[src/rtl/seg_pkg.sv]
// Shared constants for the 7-segment display blocks.
// Contents: default widths, all-dark segment code and the active-low hex glyph table.
package seg_pkg;

  localparam int unsigned DIGITS_DEF = 8;
  localparam int unsigned DATA_W_DEF = 4;
  localparam int unsigned SEG_W      = 7;

  // All segments dark (active-low).
  localparam logic [SEG_W-1:0] SEG_OFF = 7'h7F;

  // Active-low {g,f,e,d,c,b,a} glyphs, entry n at index n (entry 0 is the LSB slice).
  localparam logic [15:0][SEG_W-1:0] HEX7 = {
    7'h0E, 7'h06, 7'h21, 7'h46,   // F E D C
    7'h03, 7'h08, 7'h10, 7'h00,   // B A 9 8
    7'h78, 7'h02, 7'h12, 7'h19,   // 7 6 5 4
    7'h30, 7'h24, 7'h79, 7'h40    // 3 2 1 0
  };

endpackage

[src/rtl/hex7seg_dec.sv]
// Combinational hex-to-7-segment decoder (active-low gfedcba).
// Ports:
//   i_data   in   DATA_W  nibble to display
//   o_seg_c  out  7       active-low segment pattern (combinational)
module hex7seg_dec
  import seg_pkg::*;
#(
  parameter int unsigned DATA_W = DATA_W_DEF
) (
  input  logic [DATA_W-1:0] i_data,
  output logic [SEG_W-1:0]  o_seg_c
);

  // Table lookup; the index is normalised to the 16-entry table width.
  always_comb begin
    o_seg_c = HEX7[4'(i_data)];
  end

endmodule

[src/rtl/seg_scan_driver.sv]
// Multiplexed common-anode 7-segment scan driver.
// Walks the register-file read address across all digits, latches the returned nibble
// one cycle into each slot, and lights one digit at a time with a blanking gap at the
// end of every slot to avoid ghosting.
// Ports:
//   i_clk         in   1       system clock, rising edge
//   i_rst         in   1       synchronous reset, active-high
//   i_scan_en     in   1       1 = scan runs; 0 = counters frozen, display dark
//   i_rd_data     in   DATA_W  nibble returned by the register file (combinational read)
//   o_rd_addr     out  ADDR_W  register-file read address (current digit index)
//   o_an_n        out  DIGITS  digit enables, active-low, at most one low
//   o_seg_n       out  7       segments {g,f,e,d,c,b,a}, active-low
//   o_frame_done  out  1       pulse in the final cycle of the last digit slot
module seg_scan_driver
  import seg_pkg::*;
#(
  parameter int unsigned DIGITS  = DIGITS_DEF,
  parameter int unsigned ADDR_W  = 3,
  parameter int unsigned DATA_W  = DATA_W_DEF,
  parameter int unsigned CLK_DIV = 8,
  parameter int unsigned BLANK   = 2
) (
  input  logic              i_clk,
  input  logic              i_rst,
  input  logic              i_scan_en,
  input  logic [DATA_W-1:0] i_rd_data,
  output logic [ADDR_W-1:0] o_rd_addr,
  output logic [DIGITS-1:0] o_an_n,
  output logic [SEG_W-1:0]  o_seg_n,
  output logic              o_frame_done
);

  localparam int unsigned P_W = (CLK_DIV > 1) ? $clog2(CLK_DIV) : 1;

  localparam logic [P_W-1:0]    P_LAST   = P_W'(CLK_DIV - 1);
  localparam logic [P_W-1:0]    P_LATCH  = P_W'(1);
  localparam logic [P_W-1:0]    P_ON     = P_W'(2);
  localparam logic [P_W-1:0]    P_OFF    = P_W'(CLK_DIV - 1 - BLANK);
  localparam logic [ADDR_W-1:0] IDX_LAST = ADDR_W'(DIGITS - 1);

  logic [P_W-1:0]    r_p;
  logic [ADDR_W-1:0] r_idx;
  logic [DATA_W-1:0] r_data_q;
  logic [DIGITS-1:0] r_an_n;
  logic [SEG_W-1:0]  r_seg_n;

  logic [P_W-1:0]    w_p_nx;
  logic [ADDR_W-1:0] w_idx_nx;
  logic [DATA_W-1:0] w_data_nx;
  logic [DIGITS-1:0] w_an_nx;
  logic [SEG_W-1:0]  w_seg_nx;
  logic [SEG_W-1:0]  w_seg_dec;
  logic              w_p_last;
  logic              w_idx_last;

  assign w_p_last   = (r_p == P_LAST);
  assign w_idx_last = (r_idx == IDX_LAST);

  // Glyph for the value that will be held in the latch after this edge.
  hex7seg_dec #(
    .DATA_W (DATA_W)
  ) u_dec (
    .i_data  (w_data_nx),
    .o_seg_c (w_seg_dec)
  );

  // Next-state: phase/digit counters, nibble latch, and the registered drive pattern.
  // The drive pattern is computed from the next phase so the lit window lines up
  // with the phase the counter shows during that cycle.
  always_comb begin
    w_p_nx    = r_p;
    w_idx_nx  = r_idx;
    w_data_nx = r_data_q;
    w_an_nx   = '1;
    w_seg_nx  = SEG_OFF;

    if (i_scan_en) begin
      if (w_p_last) begin
        w_p_nx   = '0;
        w_idx_nx = w_idx_last ? '0 : r_idx + ADDR_W'(1);
      end else begin
        w_p_nx = r_p + P_W'(1);
      end

      // Address has been stable since the slot boundary, so the read is settled here.
      if (r_p == P_LATCH) begin
        w_data_nx = i_rd_data;
      end

      if ((w_p_nx >= P_ON) && (w_p_nx <= P_OFF)) begin
        w_an_nx  = ~(DIGITS'(1) << w_idx_nx);
        w_seg_nx = w_seg_dec;
      end
    end
  end

  // State and output registers.
  always_ff @(posedge i_clk) begin
    if (i_rst) begin
      r_p      <= '0;
      r_idx    <= '0;
      r_data_q <= '0;
      r_an_n   <= '1;
      r_seg_n  <= SEG_OFF;
    end else begin
      r_p      <= w_p_nx;
      r_idx    <= w_idx_nx;
      r_data_q <= w_data_nx;
      r_an_n   <= w_an_nx;
      r_seg_n  <= w_seg_nx;
    end
  end

  assign o_rd_addr = r_idx;
  assign o_an_n    = r_an_n;
  assign o_seg_n   = r_seg_n;

  // Qualified by the live enable so a frozen final slot never reports completion.
  assign o_frame_done = i_scan_en & ~i_rst & w_p_last & w_idx_last;

endmodule

[config.mk]
export PLATFORM = sky130hd
export DESIGN_NAME = seg_scan_driver
export DESIGN_NICKNAME = d
export VERILOG_FILES = /design/src/rtl/seg_pkg.sv /design/src/rtl/hex7seg_dec.sv /design/src/rtl/seg_scan_driver.sv
export SDC_FILE = /design/constraint.sdc
export NUM_CORES = 1
export LEC_CHECK = 0
export BUFFER_PORTS_ARGS = -buffer_cell sky130_fd_sc_hd__buf_2
export CAP_MARGIN = 10
export CORE_MARGIN = 2
export CORE_UTILIZATION = 53
export CTS_CLUSTER_SIZE = 10
export DETAILED_ROUTE_END_ITERATION = 6
export GPL_TIMING_DRIVEN = 0
export PLACE_DENSITY = 0.77
export SLEW_MARGIN = 10
export SYNTH_ARGS = -nofsm -noshare
export SYNTH_HDL_FRONTEND = slang
export SYNTH_SLANG_ARGS = --single-unit
[constraint.sdc]
create_clock -name i_clk -period 3.6 [get_ports i_clk]
set_clock_uncertainty 0.15 [all_clocks]
set_input_delay 1.08 -clock i_clk [delete_from_list [all_inputs] [get_ports i_clk]]
set_output_delay 1.08 -clock i_clk [all_outputs]
set_load 0.005 [all_outputs]
After elaboration in Yosys (flattened, before gate mapping)
Memories as Yosys holds them, arrays and structs flattened. A register that Yosys moved wholly into a read port is not among the register bits.
Cells that the tools add are included.
{"block": "totals", "ff_bits": 18, "mem_bits_ro": 112, "inputBits": 7, "out_inout_bits": 19, "elab_cells": 29, "mem_count": 1}
{"block": "op_classes", "addsub": 2, "n_lt_le_gt_ge": 2, "n_eq_ne": 3, "shift": 1, "muxes": 7, "bitwise_logic": 7, "reduce_logical": 2}
{"name": "(name not given)", "words": 16, "word_bits": 7, "read_ports": 1, "rd_ports_with_merged_regs": 1, "write_ports": 0, "line": "hex7seg_dec.sv:16", "rtl": "o_seg_c = HEX7[4'(i_data)];"}
{"cell": "two-way mux 3 bit", "count": 5}
{"cell": "two-way mux 4 bit", "count": 2}
{"cell": "inverter 8 bit", "count": 1}
{"cell": "left shift 1 x 3 -> 8 bit (first input constant)", "count": 1}
{"cell": "adder 3 x 1 -> 3 bit (second input constant)", "count": 2}
{"cell": "equality test 3 bit (second input constant)", "count": 2}
{"cell": "bitwise AND 1 bit", "count": 3}
{"cell": "equality test 3 x 1 -> 1 bit (second input constant)", "count": 1}
{"cell": ">= comparator 3 x 2 -> 1 bit (second input constant)", "count": 1}
{"cell": "less-or-equal comparator 3 bit (second input constant)", "count": 1}
{"cell": "inverter 1 bit", "count": 3}
{"cell": "OR reduction 3 bit", "count": 1}
{"cell": "logical AND 1 bit", "count": 1}

Logic depth before layout (Yosys ltp)
Gate-level depths: netlist (run 1).
{"block": "depth", "word_depth": 7, "ltp_mapped": 11, "mapped_depth_nobuf": 10}

Cells and area by module
From an unflattened synthesis (run 1), not the netlist that was laid out.
{"block": "unflattened", "hier_cells": 129, "hier_area_um2": 1271.2}
{"module": "seg_scan_driver", "instances": 1, "cells_each": 94, "area_per_inst_um2": 1001.0, "seq_area_each_um2": 500.5}
{"module": "hex7seg_dec", "instances": 1, "cells_each": 35, "area_per_inst_um2": 270.3, "seq_area_each_um2": 0.0}

Worst setup path after synthesis (run 1)
Ideal clock, no wire load.
{"block": "synth_timing", "path_kind": "in2reg", "start": "in i_scan_en", "end": "reg r_seg_n[5] (netlist: o_seg_n[5])", "setup_ns": 0.122, "arrival_time_ns": 2.675, "required_time_ns": 3.328, "setup_slack_ns": 0.653, "cell_stages": 9, "n_path_buf": 2, "path_cell_list": "buf_6 -> nand3b_4 -> buf_2 -> mux2i_1 -> inv_1 -> ha_1 -> inv_1 -> mux2i_1 -> a221o_1"}
{"block": "synth_between", "word_cells_on_any_way": 3, "classes_between": "1 x mux; 1 x bitwise; 1 x reduce/logical"}
{"item": "start: declaration", "line": "seg_scan_driver.sv:25", "rtl": "input logic i_scan_en,"}
{"item": "two-way mux 4 bit", "line": "seg_scan_driver.sv:77", "rtl": "if (i_scan_en) begin"}
{"item": "named net u_dec.i_data[0]", "line": "hex7seg_dec.sv:10", "rtl": "input logic [DATA_W-1:0] i_data,"}
{"item": "end: declaration", "line": "seg_scan_driver.sv:45", "rtl": "logic [SEG_W-1:0] r_seg_n;"}
The timed path passes the listed nets, and every way through them passes these cells.
A chain may end at the register's enable or synchronous reset.

Final worst setup path (run 1)
{"block": "layout_timing", "start": "reg r_p[0]", "end": "out o_frame_done"}
{"block": "layout_between", "elab_chain_len": 3}
{"item": "start: declaration", "line": "seg_scan_driver.sv:41", "rtl": "logic [P_W-1:0] r_p;"}
{"item": "start signal: assignment", "line": "seg_scan_driver.sv:106", "rtl": "r_p <= w_p_nx;"}
{"item": "equality test 3 bit", "line": "seg_scan_driver.sv:56", "rtl": "assign w_p_last = (r_p == P_LAST);"}
{"item": "bitwise AND 1 bit (2 in series)", "line": "seg_scan_driver.sv:119", "rtl": "assign o_frame_done = i_scan_en & ~i_rst & w_p_last & w_idx_last;"}
{"item": "end: declaration", "line": "seg_scan_driver.sv:30", "rtl": "output logic o_frame_done"}
Every way passes these cells.

==> results of run 1 <==
## worst register-to-register path: stages (launching register included)
cell and delay [ps]:
dfxtp_1 380, inv_1 50, ha_1 200, nand3b_4 140
buf_2 230, mux2i_1 560, inv_1 140, ha_1 260
inv_1 80, mux2i_1 70, a221o_1 290
## how the worst min path moves through the flow
stage,start,to,cells after the start
2_1_floorplan,o_rd_addr[2],o_rd_addr[2],2
3_3_place_gp,o_rd_addr[2],o_rd_addr[2],2
3_5_place_dp,o_rd_addr[2],o_rd_addr[2],2
4_1_cts,o_rd_addr[2],o_rd_addr[2],2
5_1_grt,o_rd_addr[2],o_rd_addr[2],2
6_report,o_rd_addr[2],o_rd_addr[2],2
## metrics by stage
stage | area (um^2) | util
2_1_floorplan | 1280 | -
3_3_place_gp | 1440 | 0.637
3_5_place_dp | 1440 | 0.637
4_1_cts | 1470 | 0.650
5_1_grt | 1470 | 0.650
6_report | 1470 | 0.650
## cells in the final DEF, fill, tap and decap left out, types with 2 or more instances in the layout
master and instances:
a21oi_1 8, nand2_1 16, ha_1 11, nand2b_1 4, clkbuf_4 3, nor2b_1 5, nor2_1 18, mux2i_1 12
nand3_1 3, dfxtp_1 25, buf_2 25, nor3_1 3, o311ai_0 2, o21ai_0 5, o41ai_1 2, clkbuf_1 3
inv_1 9
## synth_stat cells, types with 4 or more instances
cell      number  area, um^2
dfxtp_1       25         500
nor2_1        18        67.6
nand2_1       16        60.1
mux2i_1       12         120
ha_1          11         138
inv_1          9        33.8
a21oi_1        8        40.0
nor2b_1        5        31.3
o21ai_0        5        25.0
nand2b_1       4        25.0
## cell type report
class,instances,area [um^2],area share
buffer,5,27.5,0.0188
clock buffer,3,22.5,0.0154
clock inverter,1,7.51,0.00512
inverter,9,33.8,0.0231
multi-input combinational,103,718,0.490
sequential,25,500,0.342
tap,28,35.0,0.0239
timing repair buffer,24,120,0.0820
## power by group through the flow
stage / logic, mW / registers [mW] / clock network, mW
final: 0.0761 / 0.291 / 0.127
after global routing: 0.0863 / 0.293 / 0.141
after CTS: 0.0762 / 0.291 / 0.130
after detailed placement: 0.0760 / 0.298 / 0
after global placement: 0.0728 / 0.297 / 0
after floorplan: 0.0539 / 0.298 / 0
## cell families (layout without fill, tap and decap cells)
| family | Yosys count | after routing | share of synthesized area |
|---|---|---|---|
| AND/OR/NAND/NOR | 52 | 52 | 0.194 |
| AO/OA/AOI/OAI | 25 | 25 | 0.129 |
| flip-flops | 25 | 25 | 0.391 |
| multiplexers | 15 | 15 | 0.131 |
| buffers and inverters | 14 | 42 | 0.0479 |
| adder cells (fa/ha/maj) | 11 | 11 | 0.108 |
## state kept, by name, indices dropped and copies added, names as in the netlist
| signal | cells |
|---|---|
| o_an_n | 8 |
| r_data_q | 4 |
| o_rd_addr | 3 |
| r_p | 3 |
| o_seg_n | 7 |
## layer usage
| layer | vias to the layer above | routed length [um] |
|---|---|---|
| li1 | 543 | - |
| met5 | - | 0 |
| met3 | 2 | 93 |
| met1 | 461 | 1140 |
| met4 | 0 | 17 |
| met2 | 24 | 1030 |
==> results.ini, run 1 <==
[run_status]
status = complete, no violations

[clock_tree]
cts.sinks = 25
ctsHtreeMaxLevel = 1
post_cts_buffers = 0
ctsResizeCount = 0
ctsLongestPathBuffers = 2
tritoncts = built
numCtsBuffers = 3
clk_pin_slew_worst_paths_ps = 150
hold_buffers = 0
clk_latency_ps = 320
clockRootBuffer = clkbuf_4

[drt]
drtAntennaViolNets = 0
firstDrtPassIters = 4
viasPerCell = 5.20
drtIter0Drc = 41
vias = 1030
wl_per_cell_um = 11.5
drcViolationCount = 0
drt_wl_total_um = 2280

[global_routing]
grt_pass1_vias = 914
use_met3 = 0.0282
antenna_found_initial = 0
use_met2 = 0.288
overflow = 0
grt_usage = 0.178
top_usage_layer = met2
grt_pass1_wl_um = 3720
grt_max_degree = 16
grtUsageMet1 = 0.236

[power_and_ir_drop]
switching_share = 0.267
power_mw = 0.495
power_frac_seq = 0.589
p_int_mw = 0.362
peakVddDrop_mv = 0.196
power.density_nw_per_um2 = 338
switching_power_mw = 0.132
clkPwrFrac = 0.257
p_leak_nw = 0.674
comb_power_share = 0.154

[setup_path]
path_buf_inv = 2
critical_path_depth = 5
crit_required_ps = 2370
reg2regPathDepth = 10
worst_setup_path_start_kind = register
crit_top_cell = ha_1
cp_top_family = buffers and inverters
startpoint = r_p[0]
r2r_end = o_seg_n[5]
cp-end-kind = primary output
crit_chain = ha_1, ha_1, clkbuf_1, and3_1, buf_2
critPathCapture = o_frame_done
reg2reg_slack_ps = 930
path_max_fanout = 10
crit_slowest_cell = dfxtp_1
critPathKind = register to primary output
critical_path.max_stage_delay_ps = 420
worstReg2RegStart = r_p[1]
cp.arrival_ps = 1840

[synthesis]
synth.distinct_cells = 31
synth_area_per_cell_um2 = 9.01
syn_nets = 160
synth_async_sr_flop_share = 0
ys_dominant_reg_cell = dfxtp_1
synth_edf_count = 0
synthCells = 142
syn_area_um2 = 1280
ys_seq_elements = 25
ys_seq_area_frac = 0.391
yosysWarnings = 0

[sta]
slew_viol_final = 0
grt_setup_unrepaired = false
fin_crit_sh = 0.853
max_freq_mhz = 326
setup_tns_ps = 0
setup_ws_ps = 529
slew_headroom = 0.592
worstMarginPinSlew_ps = 594
min_period_ps = 3070
finalHoldViolCount = 0
setup-violations-final = 0
whs_ps = 361

[die]
start_util = 0.568
io_pins = 26
die-area_um2 = 2820
core.rowCount = 17
core-area_um2 = 2250
die_w_um = 53.1
die_height_um = 53.1

[final_layout]
drive_gt1_frac = 0.200
fillCellCount = 203
n_antenna_cell = 0
area_growth_pct = 14.5
final_cell_count_no_fill = 198
nets = 189

[flow_run]
timing.max_cap.violations = 0

[placement]
gp_congestion = 0.832
dp_hpwl_um = 1790
place_worst_setup_slack_ps = 392
io_buffers = 24
dp_cells = 194

[worst_hold_path]
hold_class = register to register

Power figures use the tool's default switching activity.
==> run 2, diff against run 1 <==
--- a/config.mk
+++ b/config.mk
@@ -7,12 +7,13 @@
 export LEC_CHECK = 0
 export BUFFER_PORTS_ARGS = -buffer_cell sky130_fd_sc_hd__buf_2
 export CAP_MARGIN = 10
+export CORE_ASPECT_RATIO = 1.5
 export CORE_MARGIN = 2
-export CORE_UTILIZATION = 53
+export CORE_UTILIZATION = 57
 export CTS_CLUSTER_SIZE = 10
 export DETAILED_ROUTE_END_ITERATION = 6
 export GPL_TIMING_DRIVEN = 0
-export PLACE_DENSITY = 0.77
+export PLACE_DENSITY = 0.82
 export SLEW_MARGIN = 10
 export SYNTH_ARGS = -nofsm -noshare
 export SYNTH_HDL_FRONTEND = slang
==> constraint.sdc (replaced) <==
create_clock -name i_clk -period 3.9 [get_ports i_clk]
set_clock_uncertainty 0.15 [all_clocks]
set_input_delay 1.17 -clock i_clk [delete_from_list [all_inputs] [get_ports i_clk]]
set_output_delay 1.17 -clock i_clk [all_outputs]
set_load 0.005 [all_outputs]
==> results.ini, run 2 (synthesized netlist as in run 1, its figures left out) <==
[run_status]
status = complete, no violations

[sta]
setup-violations-final = 0
setup_ws_ps = 757
min_period_ps = 3140
worstMarginPinSlew_ps = 685
slew_viol_final = 0
grt_setup_unrepaired = false
max_freq_mhz = 318
setup_tns_ps = 0
finalHoldViolCount = 0
slew_headroom = 0.541
fin_crit_sh = 0.806

[die]
die_height_um = 62.0
start_util = 0.587
core.rowCount = 21
core-area_um2 = 2180
die-area_um2 = 2650
die_w_um = 42.7
io_pins = 26

[final_layout]
nets = 189
fillCellCount = 185
layout_common_cells = 25 x buf_2, 25 x dfxtp_1, 18 x nor2_1, 16 x nand2_1, 12 x mux2i_1
drive_gt1_frac = 0.200
final_cell_count_no_fill = 193
largest_reg_flops = 8
n_antenna_cell = 0
utilization = 0.669
postLayoutCellArea_um2 = 1460
area_growth_pct = 14.0

[power_and_ir_drop]
power.density_nw_per_um2 = 314
power_frac_seq = 0.587
peakVddDrop_mv = 0.256
comb_power_share = 0.153
switching_power_mw = 0.124
switching_share = 0.270
p_leak_nw = 0.674
p_int_mw = 0.335
clkPwrFrac = 0.260

[flow_run]
timing.max_cap.violations = 0

[drt]
drtIter0Drc = 23
drt_wl_total_um = 2480
drcViolationCount = 0
wl_per_cell_um = 12.8
firstDrtPassIters = 4
vias = 1100
drtAntennaViolNets = 0
viasPerCell = 5.70

[global_routing]
grt_pass1_vias = 1034
grt_usage = 0.205
overflow = 0
antenna_found_initial = 0
grt_max_degree = 16
grt_pass1_wl_um = 4110

[clock_tree]
clockRootBuffer = clkbuf_4
ctsResizeCount = 0
tritoncts = built
hold_buffers = 0
ctsHtreeMaxLevel = 1
numCtsBuffers = 3
post_cts_buffers = 0
clk_latency_ps = 320
ctsLongestPathBuffers = 2
clk_pin_slew_worst_paths_ps = 130
cts.sinks = 25

[worst_hold_path]
hold_class = register to register

[setup_path]
cp.arrival_ps = 1820
critPathKind = register to primary output
path_max_fanout = 10
worst_setup_path_start_kind = register
crit_required_ps = 2580
cp-end-kind = primary output

[placement]
dp_hpwl_um = 1980
post_dp_cell_area_um2 = 1430
io_buffers = 24
gp_congestion = 0.811
dp_cells = 189
place_worst_setup_slack_ps = 605

## run 2: final cells by class
class | count | area, um^2 | area share
tap | 23 | 28.8 | 0.0197
clock inverter | 1 | 7.51 | 0.00515
buffer | 5 | 27.5 | 0.0189
clock buffer | 3 | 22.5 | 0.0154
inverter | 9 | 33.8 | 0.0232
timing repair buffer | 24 | 120 | 0.0823
multi-input combinational | 103 | 718 | 0.492
sequential | 25 | 500 | 0.343
## run 2: final timing paths
kind / from / end / slack, ps / cells past startpoint
worst max-delay path: r_p[0] / o_frame_done / 760 / 5
worst min-delay path: o_rd_addr[2] / o_rd_addr[2] / 360 / 2
worst max register to register: r_p[1] / o_seg_n[5] / 1290 / 10
worst min register to register: o_rd_addr[2] / o_rd_addr[2] / 360 / 2
## run 2: worst max-delay path, stage by stage, from the launching register on
cell and delay [ps]:
dfxtp_1 410, ha_1 170, ha_1 250, clkbuf_1 360, and3_1 220, buf_2 100
## run 2: power groups by stage
stage                     combinational (mW)  sequential (mW)  clock (mW)
after floorplan                       0.0498            0.275           0
after global placement                0.0671            0.274           0
after detailed placement              0.0701            0.275           0
after CTS                             0.0704            0.269       0.122
after global routing                  0.0784            0.271       0.135
final                                 0.0700            0.269       0.119
## run 2: metrics by stage
stage | power, mW | hold slack, ps
6_report | 0.459 | 359
5_1_grt | 0.484 | 396
4_1_cts | 0.462 | 358
3_5_place_dp | 0.345 | 336
3_3_place_gp | 0.341 | 330
2_1_floorplan | 0.325 | 331
## run 2: per-layer routing
layer	wire [um]	global-route usage	vias up
met5	0	0	-
met4	94	0.161	0
met3	112	0.0289	15
met2	1300	0.379	39
met1	971	0.208	505
li1	-	-	541
